$ cat src/rtl/sonar_if.sv
// sonar_if -- signal bundle between the sonar measurement sequencer, the game
// FSM (start/abort/target_cm in, acerto out) and the ultrasonic sensor pins
// (trigger out, echo in).
//   slave  : seen by sonar_scheduler
//   master : seen by the driving side (game FSM / sensor / testbench)
// Signals:
//   start         game -> sched  one-cycle session start request
//   abort         game -> sched  level, forces IDLE
//   target_cm     game -> sched  target distance, latched on accepted start
//   echo          pin  -> sched  asynchronous sensor echo
//   trigger       sched -> pin   sensor trigger pulse
//   medida_cm     sched -> out   last rounded reading in cm
//   medida_valida sched -> out   one-cycle pulse on reading update
//   timeout       sched -> out   one-cycle pulse on measurement timeout
//   acerto        sched -> game  success level
//   ocupado       sched -> game  busy (not IDLE/DONE)
//   db_estado     sched -> out   state code for debug displays
interface sonar_if;
    logic       start;
    logic       abort;
    logic [8:0] target_cm;
    logic       echo;
    logic       trigger;
    logic [8:0] medida_cm;
    logic       medida_valida;
    logic       timeout;
    logic       acerto;
    logic       ocupado;
    logic [3:0] db_estado;

    modport slave (
        input  start, abort, target_cm, echo,
        output trigger, medida_cm, medida_valida, timeout, acerto, ocupado, db_estado
    );

    modport master (
        output start, abort, target_cm, echo,
        input  trigger, medida_cm, medida_valida, timeout, acerto, ocupado, db_estado
    );
endinterface

$ cat src/rtl/sonar_scheduler.sv
// sonar_scheduler -- ultrasonic distance measurement sequencer.
// On start it repeatedly fires the trigger, times the echo, converts the width
// to rounded centimetres and compares each reading with the target distance.
// After HITS consecutive in-tolerance readings it parks in DONE with acerto=1.
// Ports:
//   clock : system clock (only clock)
//   reset : synchronous reset, active low
//   bus   : sonar_if.slave (start/abort/target_cm/echo in;
//           trigger/medida_cm/medida_valida/timeout/acerto/ocupado/db_estado out)
// All outputs are registered.
module sonar_scheduler #(
    parameter int TRIG_CYCLES    = 500,
    parameter int CM_CYCLES      = 2941,
    parameter int TIMEOUT_CYCLES = 1_500_000,
    parameter int PERIOD_CYCLES  = 3_000_000,
    parameter int HITS           = 3,
    parameter int TOL_CM         = 2
) (
    input logic    clock,
    input logic    reset,
    sonar_if.slave bus
);
    localparam int TMR_W = $clog2(TIMEOUT_CYCLES + 2);
    localparam int PER_W = $clog2(PERIOD_CYCLES + 1);
    localparam int SUB_W = $clog2(CM_CYCLES + 1);
    localparam int HIT_W = $clog2(HITS + 1);

    typedef enum logic [3:0] {
        S_IDLE        = 4'd0,
        S_TRIGGER     = 4'd1,
        S_WAIT_ECHO   = 4'd2,
        S_MEASURE     = 4'd3,
        S_EVAL        = 4'd4,
        S_WAIT_PERIOD = 4'd5,
        S_DONE        = 4'd6
    } state_t;

    state_t             r_state, w_state_nx;
    logic [TMR_W-1:0]   r_tmr;       // cycles spent in the current state
    logic [PER_W-1:0]   r_per;       // cycles since the last TRIGGER entry
    logic [SUB_W-1:0]   r_sub;       // echo width modulo CM_CYCLES
    logic [8:0]         r_cm;        // whole centimetres of echo width
    logic [HIT_W-1:0]   r_hits;
    logic [8:0]         r_target;
    logic [8:0]         r_medida;
    logic               r_echo_s1, r_echo_s2, r_echo_d;
    logic               r_trigger, r_valid, r_timeout, r_acerto, r_ocupado;

    logic               w_echo_rise, w_echo_fall;
    logic               w_sub_wrap, w_round_up;
    logic [SUB_W-1:0]   w_sub_nx;
    logic [8:0]         w_cm_nx;
    logic [9:0]         w_cm_sum;
    logic [8:0]         w_rounded;
    logic [8:0]         w_diff;
    logic               w_in_tol;
    logic [HIT_W-1:0]   w_hits_nx;
    logic               w_hit_done;
    logic               w_per_done;
    logic               w_start_ok, w_to_ev, w_meas_ev;

    // Two-flop synchroniser plus one delay stage for edge detection.
    always_ff @(posedge clock) begin
        if (!reset) begin
            r_echo_s1 <= 1'b0;
            r_echo_s2 <= 1'b0;
            r_echo_d  <= 1'b0;
        end else begin
            r_echo_s1 <= bus.echo;
            r_echo_s2 <= r_echo_s1;
            r_echo_d  <= r_echo_s2;
        end
    end

    assign w_echo_rise = r_echo_s2 & ~r_echo_d;
    assign w_echo_fall = ~r_echo_s2 & r_echo_d;

    // Width counters as they will be after this cycle; the fall cycle itself
    // is part of the echo, so rounding works on these values.
    assign w_sub_wrap = (r_sub == SUB_W'(CM_CYCLES - 1));
    assign w_sub_nx   = w_sub_wrap ? '0 : r_sub + SUB_W'(1);
    assign w_cm_nx    = (w_sub_wrap && r_cm != 9'd511) ? r_cm + 9'd1 : r_cm;
    assign w_round_up = (w_sub_nx >= SUB_W'(CM_CYCLES / 2));
    assign w_cm_sum   = {1'b0, w_cm_nx} + {9'd0, w_round_up};
    assign w_rounded  = w_cm_sum[9] ? 9'd511 : w_cm_sum[8:0];

    assign w_diff     = (r_medida >= r_target) ? r_medida - r_target : r_target - r_medida;
    assign w_in_tol   = (w_diff <= 9'(TOL_CM));
    assign w_hits_nx  = w_in_tol ? r_hits + HIT_W'(1) : '0;
    assign w_hit_done = (w_hits_nx >= HIT_W'(HITS));

    assign w_per_done = (r_per == PER_W'(PERIOD_CYCLES - 1));

    // Next state and single-cycle events. Abort overrides everything, so no
    // event can fire in the cycle it is sampled.
    always_comb begin
        w_state_nx = r_state;
        w_start_ok = 1'b0;
        w_to_ev    = 1'b0;
        w_meas_ev  = 1'b0;
        if (bus.abort) begin
            w_state_nx = S_IDLE;
        end else begin
            case (r_state)
                S_IDLE, S_DONE: begin
                    if (bus.start) begin
                        w_state_nx = S_TRIGGER;
                        w_start_ok = 1'b1;
                    end
                end
                S_TRIGGER: begin
                    if (r_tmr == TMR_W'(TRIG_CYCLES - 1))
                        w_state_nx = S_WAIT_ECHO;
                end
                S_WAIT_ECHO: begin
                    // The pin trigger lags this state by one cycle, so the
                    // wait is TIMEOUT_CYCLES from the visible trigger fall.
                    if (w_echo_rise) begin
                        w_state_nx = S_MEASURE;
                    end else if (r_tmr == TMR_W'(TIMEOUT_CYCLES)) begin
                        w_state_nx = S_WAIT_PERIOD;
                        w_to_ev    = 1'b1;
                    end
                end
                S_MEASURE: begin
                    // Width timeout beats a simultaneous echo fall.
                    if (r_tmr == TMR_W'(TIMEOUT_CYCLES - 1)) begin
                        w_state_nx = S_WAIT_PERIOD;
                        w_to_ev    = 1'b1;
                    end else if (w_echo_fall) begin
                        w_state_nx = S_EVAL;
                        w_meas_ev  = 1'b1;
                    end
                end
                S_EVAL: begin
                    w_state_nx = w_hit_done ? S_DONE : S_WAIT_PERIOD;
                end
                S_WAIT_PERIOD: begin
                    if (w_per_done)
                        w_state_nx = S_TRIGGER;
                end
                default: w_state_nx = S_IDLE;
            endcase
        end
    end

    always_ff @(posedge clock) begin
        if (!reset) begin
            r_state   <= S_IDLE;
            r_tmr     <= '0;
            r_per     <= '0;
            r_sub     <= '0;
            r_cm      <= '0;
            r_hits    <= '0;
            r_target  <= '0;
            r_medida  <= '0;
            r_trigger <= 1'b0;
            r_valid   <= 1'b0;
            r_timeout <= 1'b0;
            r_acerto  <= 1'b0;
            r_ocupado <= 1'b0;
        end else begin
            r_state <= w_state_nx;

            if (w_state_nx != r_state)
                r_tmr <= '0;
            else if (r_tmr != '1)
                r_tmr <= r_tmr + TMR_W'(1);

            // Period reference is the TRIGGER entry; saturates once expired.
            if (w_state_nx == S_TRIGGER && r_state != S_TRIGGER)
                r_per <= '0;
            else if (!w_per_done)
                r_per <= r_per + PER_W'(1);

            if (r_state != S_MEASURE) begin
                r_sub <= '0;
                r_cm  <= '0;
            end else begin
                r_sub <= w_sub_nx;
                r_cm  <= w_cm_nx;
            end

            if (bus.abort || w_start_ok || w_to_ev)
                r_hits <= '0;
            else if (r_state == S_EVAL)
                r_hits <= w_hits_nx;

            if (w_start_ok)
                r_target <= bus.target_cm;
            if (w_meas_ev)
                r_medida <= w_rounded;

            // Trigger is the registered TRIGGER decode (one cycle behind the
            // state), dropped immediately on abort.
            r_trigger <= (r_state == S_TRIGGER) && !bus.abort;
            r_valid   <= w_meas_ev;
            r_timeout <= w_to_ev;
            r_acerto  <= (w_state_nx == S_DONE);
            r_ocupado <= !(w_state_nx == S_IDLE || w_state_nx == S_DONE);
        end
    end

    assign bus.trigger       = r_trigger;
    assign bus.medida_cm     = r_medida;
    assign bus.medida_valida = r_valid;
    assign bus.timeout       = r_timeout;
    assign bus.acerto        = r_acerto;
    assign bus.ocupado       = r_ocupado;
    assign bus.db_estado     = r_state;

endmodule
$ cat src/flat_wrapper.sv
// flat-port wrapper written by rule: the top's interface ports become plain ports
module sonar_scheduler_flat 
#(
    parameter int TRIG_CYCLES    = 500,
    parameter int CM_CYCLES      = 2941,
    parameter int TIMEOUT_CYCLES = 1_500_000,
    parameter int PERIOD_CYCLES  = 3_000_000,
    parameter int HITS           = 3,
    parameter int TOL_CM         = 2
)
  (clock, reset, bus_start, bus_abort, bus_target_cm, bus_echo, bus_trigger, bus_medida_cm, bus_medida_valida, bus_timeout, bus_acerto, bus_ocupado, bus_db_estado);
  sonar_if bus_i ();
  input logic clock;
  input logic reset;
  input wire logic [$bits(bus_i.start)-1:0] bus_start;
  input wire logic [$bits(bus_i.abort)-1:0] bus_abort;
  input wire logic [$bits(bus_i.target_cm)-1:0] bus_target_cm;
  input wire logic [$bits(bus_i.echo)-1:0] bus_echo;
  output wire logic [$bits(bus_i.trigger)-1:0] bus_trigger;
  output wire logic [$bits(bus_i.medida_cm)-1:0] bus_medida_cm;
  output wire logic [$bits(bus_i.medida_valida)-1:0] bus_medida_valida;
  output wire logic [$bits(bus_i.timeout)-1:0] bus_timeout;
  output wire logic [$bits(bus_i.acerto)-1:0] bus_acerto;
  output wire logic [$bits(bus_i.ocupado)-1:0] bus_ocupado;
  output wire logic [$bits(bus_i.db_estado)-1:0] bus_db_estado;
  assign bus_i.start = bus_start;
  assign bus_i.abort = bus_abort;
  assign bus_i.target_cm = bus_target_cm;
  assign bus_i.echo = bus_echo;
  assign bus_trigger = bus_i.trigger;
  assign bus_medida_cm = bus_i.medida_cm;
  assign bus_medida_valida = bus_i.medida_valida;
  assign bus_timeout = bus_i.timeout;
  assign bus_acerto = bus_i.acerto;
  assign bus_ocupado = bus_i.ocupado;
  assign bus_db_estado = bus_i.db_estado;
  sonar_scheduler #(.TRIG_CYCLES(TRIG_CYCLES), .CM_CYCLES(CM_CYCLES), .TIMEOUT_CYCLES(TIMEOUT_CYCLES), .PERIOD_CYCLES(PERIOD_CYCLES), .HITS(HITS), .TOL_CM(TOL_CM)) u_core (.clock(clock), .reset(reset), .bus(bus_i));
endmodule
$ cat config.mk
export PLATFORM = sky130hd
export DESIGN_NAME = sonar_scheduler_flat
export DESIGN_NICKNAME = d
export VERILOG_FILES = /design/src/rtl/sonar_if.sv /design/src/rtl/sonar_scheduler.sv /design/src/flat_wrapper.sv
export SDC_FILE = /design/constraint.sdc
export NUM_CORES = 1
export LEC_CHECK = 0
export CAP_MARGIN = 10
export CORE_MARGIN = 2
export CORE_UTILIZATION = 44
export CTS_CLUSTER_DIAMETER = 120
export DETAILED_ROUTE_END_ITERATION = 8
export HOLD_SLACK_MARGIN = 0.06
export SYNTH_ARGS = -nofsm -noshare
export SYNTH_HDL_FRONTEND = slang
export SYNTH_SLANG_ARGS = --single-unit
$ cat constraint.sdc
create_clock -name clock -period 3.11 [get_ports clock]
set_input_delay 0.622 -clock clock [delete_from_list [all_inputs] [get_ports clock]]
set_output_delay 0.622 -clock clock [all_outputs]
set_load 0.05 [all_outputs]
==> impl_metrics.json, run 1 <==
{
  "run_status": "finished, final reports clean",
  "synthesis.area_sq_mm": 0.005948,
  "finalNonFillerCells": 917,
  "synth_edf_count": 0,
  "hp-class": "reg2reg",
  "holdPathEnd": "u_core.r_echo_s2",
  "worstMarginPinSlew_ns": 0.5936,
  "holdWs_ns": 0.4328,
  "slew_headroom_pct": 60.42,
  "ir_worst_vdd_uv": 325.2,
  "dpl_cell_area_sq_mm": 0.006519,
  "insertion_delay_ns": 0.35,
  "postRouteAntennaNets": 0,
  "clk_pin_slew_ns": 0.07,
  "ys_types": 75,
  "critPathKind": "reg2reg",
  "path_max_fanout": 6,
  "grt_first_pass_wirelength_um": 23700,
  "firstDrtPassIters": 5,
  "rows": 42,
  "grt_pass1_vias": 5076,
  "final_common_cell": "dfxtp_1",
  "portBuffers": 31,
  "slowest_delay_ns": 0.41,
  "maxCapViolCount": 0,
  "die_y_um": 120.3,
  "globalplace.congestion": 0.8984,
  "area_delta_synth_final_pct": 15.59,
  "io_pins": 32,
  "grt_use_total_pct": 20.03,
  "synth_fp_nets": 745,
  "nets": 782,
  "whs_path_depth": 1,
  "worst_ep_arrival_time_ns": 3.21,
  "num_vias": 5150,
  "r2r_slack_ns": 0.15,
  "synth_area_leader_cell": "dfxtp_1",
  "drtIter0Drc": 337,
  "min_from": "u_core.r_echo_s1",
  "ys_seq_area_share_pct": 32.31,
  "drc": 0,
  "final.period_utilization_pct": 95.29,
  "numClockSinks": 96,
  "intPower_mw": 1.967,
  "vias_per_cell": 5.616,
  "critical-path-slowest-cell": "dfxtp_1",
  "clkPwrFrac_pct": 42.8,
  "cts_tree": "yes",
  "grt_max_degree": 31,
  "worst-path-stages": 10,
  "die_w_um": 120.3,
  "crit_path_end_kind": "flip-flop",
  "grt_overflow": 0,
  "layout_common_cells": "93 x dfxtp_1, 60 x nor2_1, 46 x nand2_1",
  "cp_cell_sequence": "inv_1 > ha_1 > a21oi_2 > nand2_1 > o22a_1 > nor4_1 > nand4b_1 > a211o_1 > a21o_1 > a31o_1",
  "crit_buf_inv": 1,
  "r2r_start": "u_core.bus.medida_cm[2]",
  "antenna_found_initial": 0,
  "synth-async-reset-ratio_pct": 0,
  "ys.flop_type": "dfxtp_1",
  "power.switching_uw": 605.4,
  "ys_top_cells_by_area": "dfxtp_1 32%, ha_1 5.7%, xor2_1 5.3%",
  "cts-buffers-inserted": 9,
  "yosysWarnings": 0,
  "core-area_sq_mm": 0.01324,
  "fin_area_sq_mm": 0.006875,
  "synthCells": 702,
  "clock.fmax_ghz": 0.3374,
  "p_seq_share_pct": 48.7,
  "dp_cells": 900,
  "start_kind": "flip-flop",
  "postCtsHoldBufs": 0,
  "slew_violations": 0,
  "synth.top_cell.area_share_pct": 32.31,
  "pwr-share-comb_pct": 8.5,
  "p_per_area_mw_per_mm2": 374.2,
  "p_sw_share_pct": 23.53,
  "hold_violations": 0,
  "reg2reg_depth": 10,
  "setup_violations": 0,
  "clockRootBuffer": "clkbuf_16",
  "cts_buffer_depth": 2,
  "fin_crit_ns": 2.963,
  "cp_top_family": "compound AO/OA/AOI/OAI gates",
  "leakagePower_nw": 2.401,
  "wl_per_cell_um": 15.32,
  "design.die.area_sq_mm": 0.01446,
  "timing.rr.end": "u_core.bus.ocupado",
  "wl_um": 14040,
  "required_ns": 3.35,
  "cts-htree-levels": 3,
  "initial_core_util_pct": 44.92,
  "finalClockSkew_ns": 0.005861,
  "syn_area_per_cell_sq_um": 8.473,
  "drive_above_1_share_pct": 14.17,
  "hpwl_um": 10280,
  "diodes": 0,
  "ys_ff_latch": 96
}
## worst register-to-register path: stages (launching register included)
cell	delay [ns]
dfxtp_1	0.41
inv_1	0.07
ha_1	0.39
a21oi_2	0.26
nand2_1	0.13
o22a_1	0.23
nor4_1	0.38
nand4b_1	0.26
a211o_1	0.34
a21o_1	0.18
a31o_1	0.21
## layout make-up
cell class | instances | area (sq um)
clock buffer | 10 | 239.0
tap | 176 | 220.2
timing repair buffer | 56 | 523.0
multi-input combinational | 540 | 3789
sequential | 96 | 1926
fill | 1296 | 6367
inverter | 36 | 135.1
clock inverter | 3 | 43.79
## metrics by stage
step	setup slack (ns)	power (mW)	util, %	TNS [ns]
2_1_floorplan	0.01275	1.428	-	0
3_3_place_gp	0.1687	1.489	49.23	0
3_5_place_dp	0.1024	1.493	49.23	0
4_1_cts	0.09633	2.601	51.36	0
5_1_grt	-0.02050	2.668	51.92	-0.05899
6_report	0.1465	2.573	51.92	0
## worst max path at each step
stage / start / to
final: u_core.bus.medida_cm[2] / u_core.bus.ocupado
after global routing: u_core.r_sub[1] / u_core.bus.medida_cm[4]
after CTS: u_core.bus.medida_cm[2] / u_core.r_per[1]
after detailed placement: u_core.bus.medida_cm[1] / u_core.r_per[4]
after global placement: u_core.bus.medida_cm[2] / u_core.bus.ocupado
after floorplan: u_core.bus.medida_cm[3] / u_core.r_per[11]
## sequential cells by signal (all words and copies together), names as in the netlist
register and cells:
u_core.bus.acerto 1, u_core.bus.db_estado 4, u_core.bus.medida_cm 9, u_core.bus.medida_valida 1, u_core.bus.ocupado 1, u_core.bus.timeout 1, u_core.bus.trigger 1, u_core.r_cm 9
u_core.r_echo_d 1, u_core.r_echo_s1 1, u_core.r_echo_s2 1, u_core.r_hits 2, u_core.r_per 22, u_core.r_sub 12, u_core.r_target 9, u_core.r_tmr 21
## cell usage after synthesis (4+ instances only)
library cell and instances:
a211oi_1 6, a211oi_2 14, a21o_1 4, a21oi_1 27
a31oi_1 8, and2_1 9, and3_1 22, buf_2 4
clkbuf_1 21, dfxtp_1 96, ha_1 27, inv_1 36
mux2i_1 13, nand2_1 47, nand2b_1 7, nand3_1 36
nand3b_1 6, nand4_1 20, nor2_1 61, nor2_2 21
nor2b_1 11, nor3_1 13, nor4_1 6, o2111ai_1 4
o211ai_1 4, o21ai_0 20, o21bai_1 7, o31ai_1 4
or3_1 6, xnor2_1 33, xor2_1 36
## metal layers
layer / vias up / wire, um / track usage, %
met5: - / 0 / 0
met4: 0 / 184 / 6.395
met3: 18 / 580 / 4.906
met2: 117 / 6583 / 33.70
met1: 2463 / 6696 / 25.24
li1: 2552 / - / -
## cells by family (layout without fill, tap and decap cells)
family	count (synthesis)	count (layout)	synth area share, %
other	1	1	0.06304
DFF	96	96	32.31
buffers and inverters	66	105	4.754
muxes	14	14	2.377
xor gates and xnor gates	70	70	10.43
AOI/OAI and AO/OA	129	129	16.05
adders and majority gates	29	29	6.353
and+or+nand+nor	297	297	27.66
## power by group through the flow
stage	Sequential [mW]	Clock, mW	Combinational [mW]
global placement	1.28	0	0.208
detailed placement	1.28	0	0.212
CTS	1.25	1.13	0.213
finish	1.25	1.10	0.218
floorplan	1.28	0	0.148
global route	1.26	1.17	0.240
## timing repair
item / 4_1_cts / 5_1_grt
setup buffers: 0 / 4
setup endpoints to repair: 0 / 32
resized for setup: 0 / 14
(Power assumes the default switching activity.)
==> run 2: changes to the inputs <==
--- a/config.mk
+++ b/config.mk
@@ -9,6 +9,7 @@
 export CORE_MARGIN = 2
 export CORE_UTILIZATION = 44
 export CTS_CLUSTER_DIAMETER = 120
+export CTS_CLUSTER_SIZE = 8
 export DETAILED_ROUTE_END_ITERATION = 8
 export HOLD_SLACK_MARGIN = 0.06
 export SYNTH_ARGS = -nofsm -noshare
==> results of run 2 <==
Same layout as run 1: the final DEF is identical, and so are final timing and power.
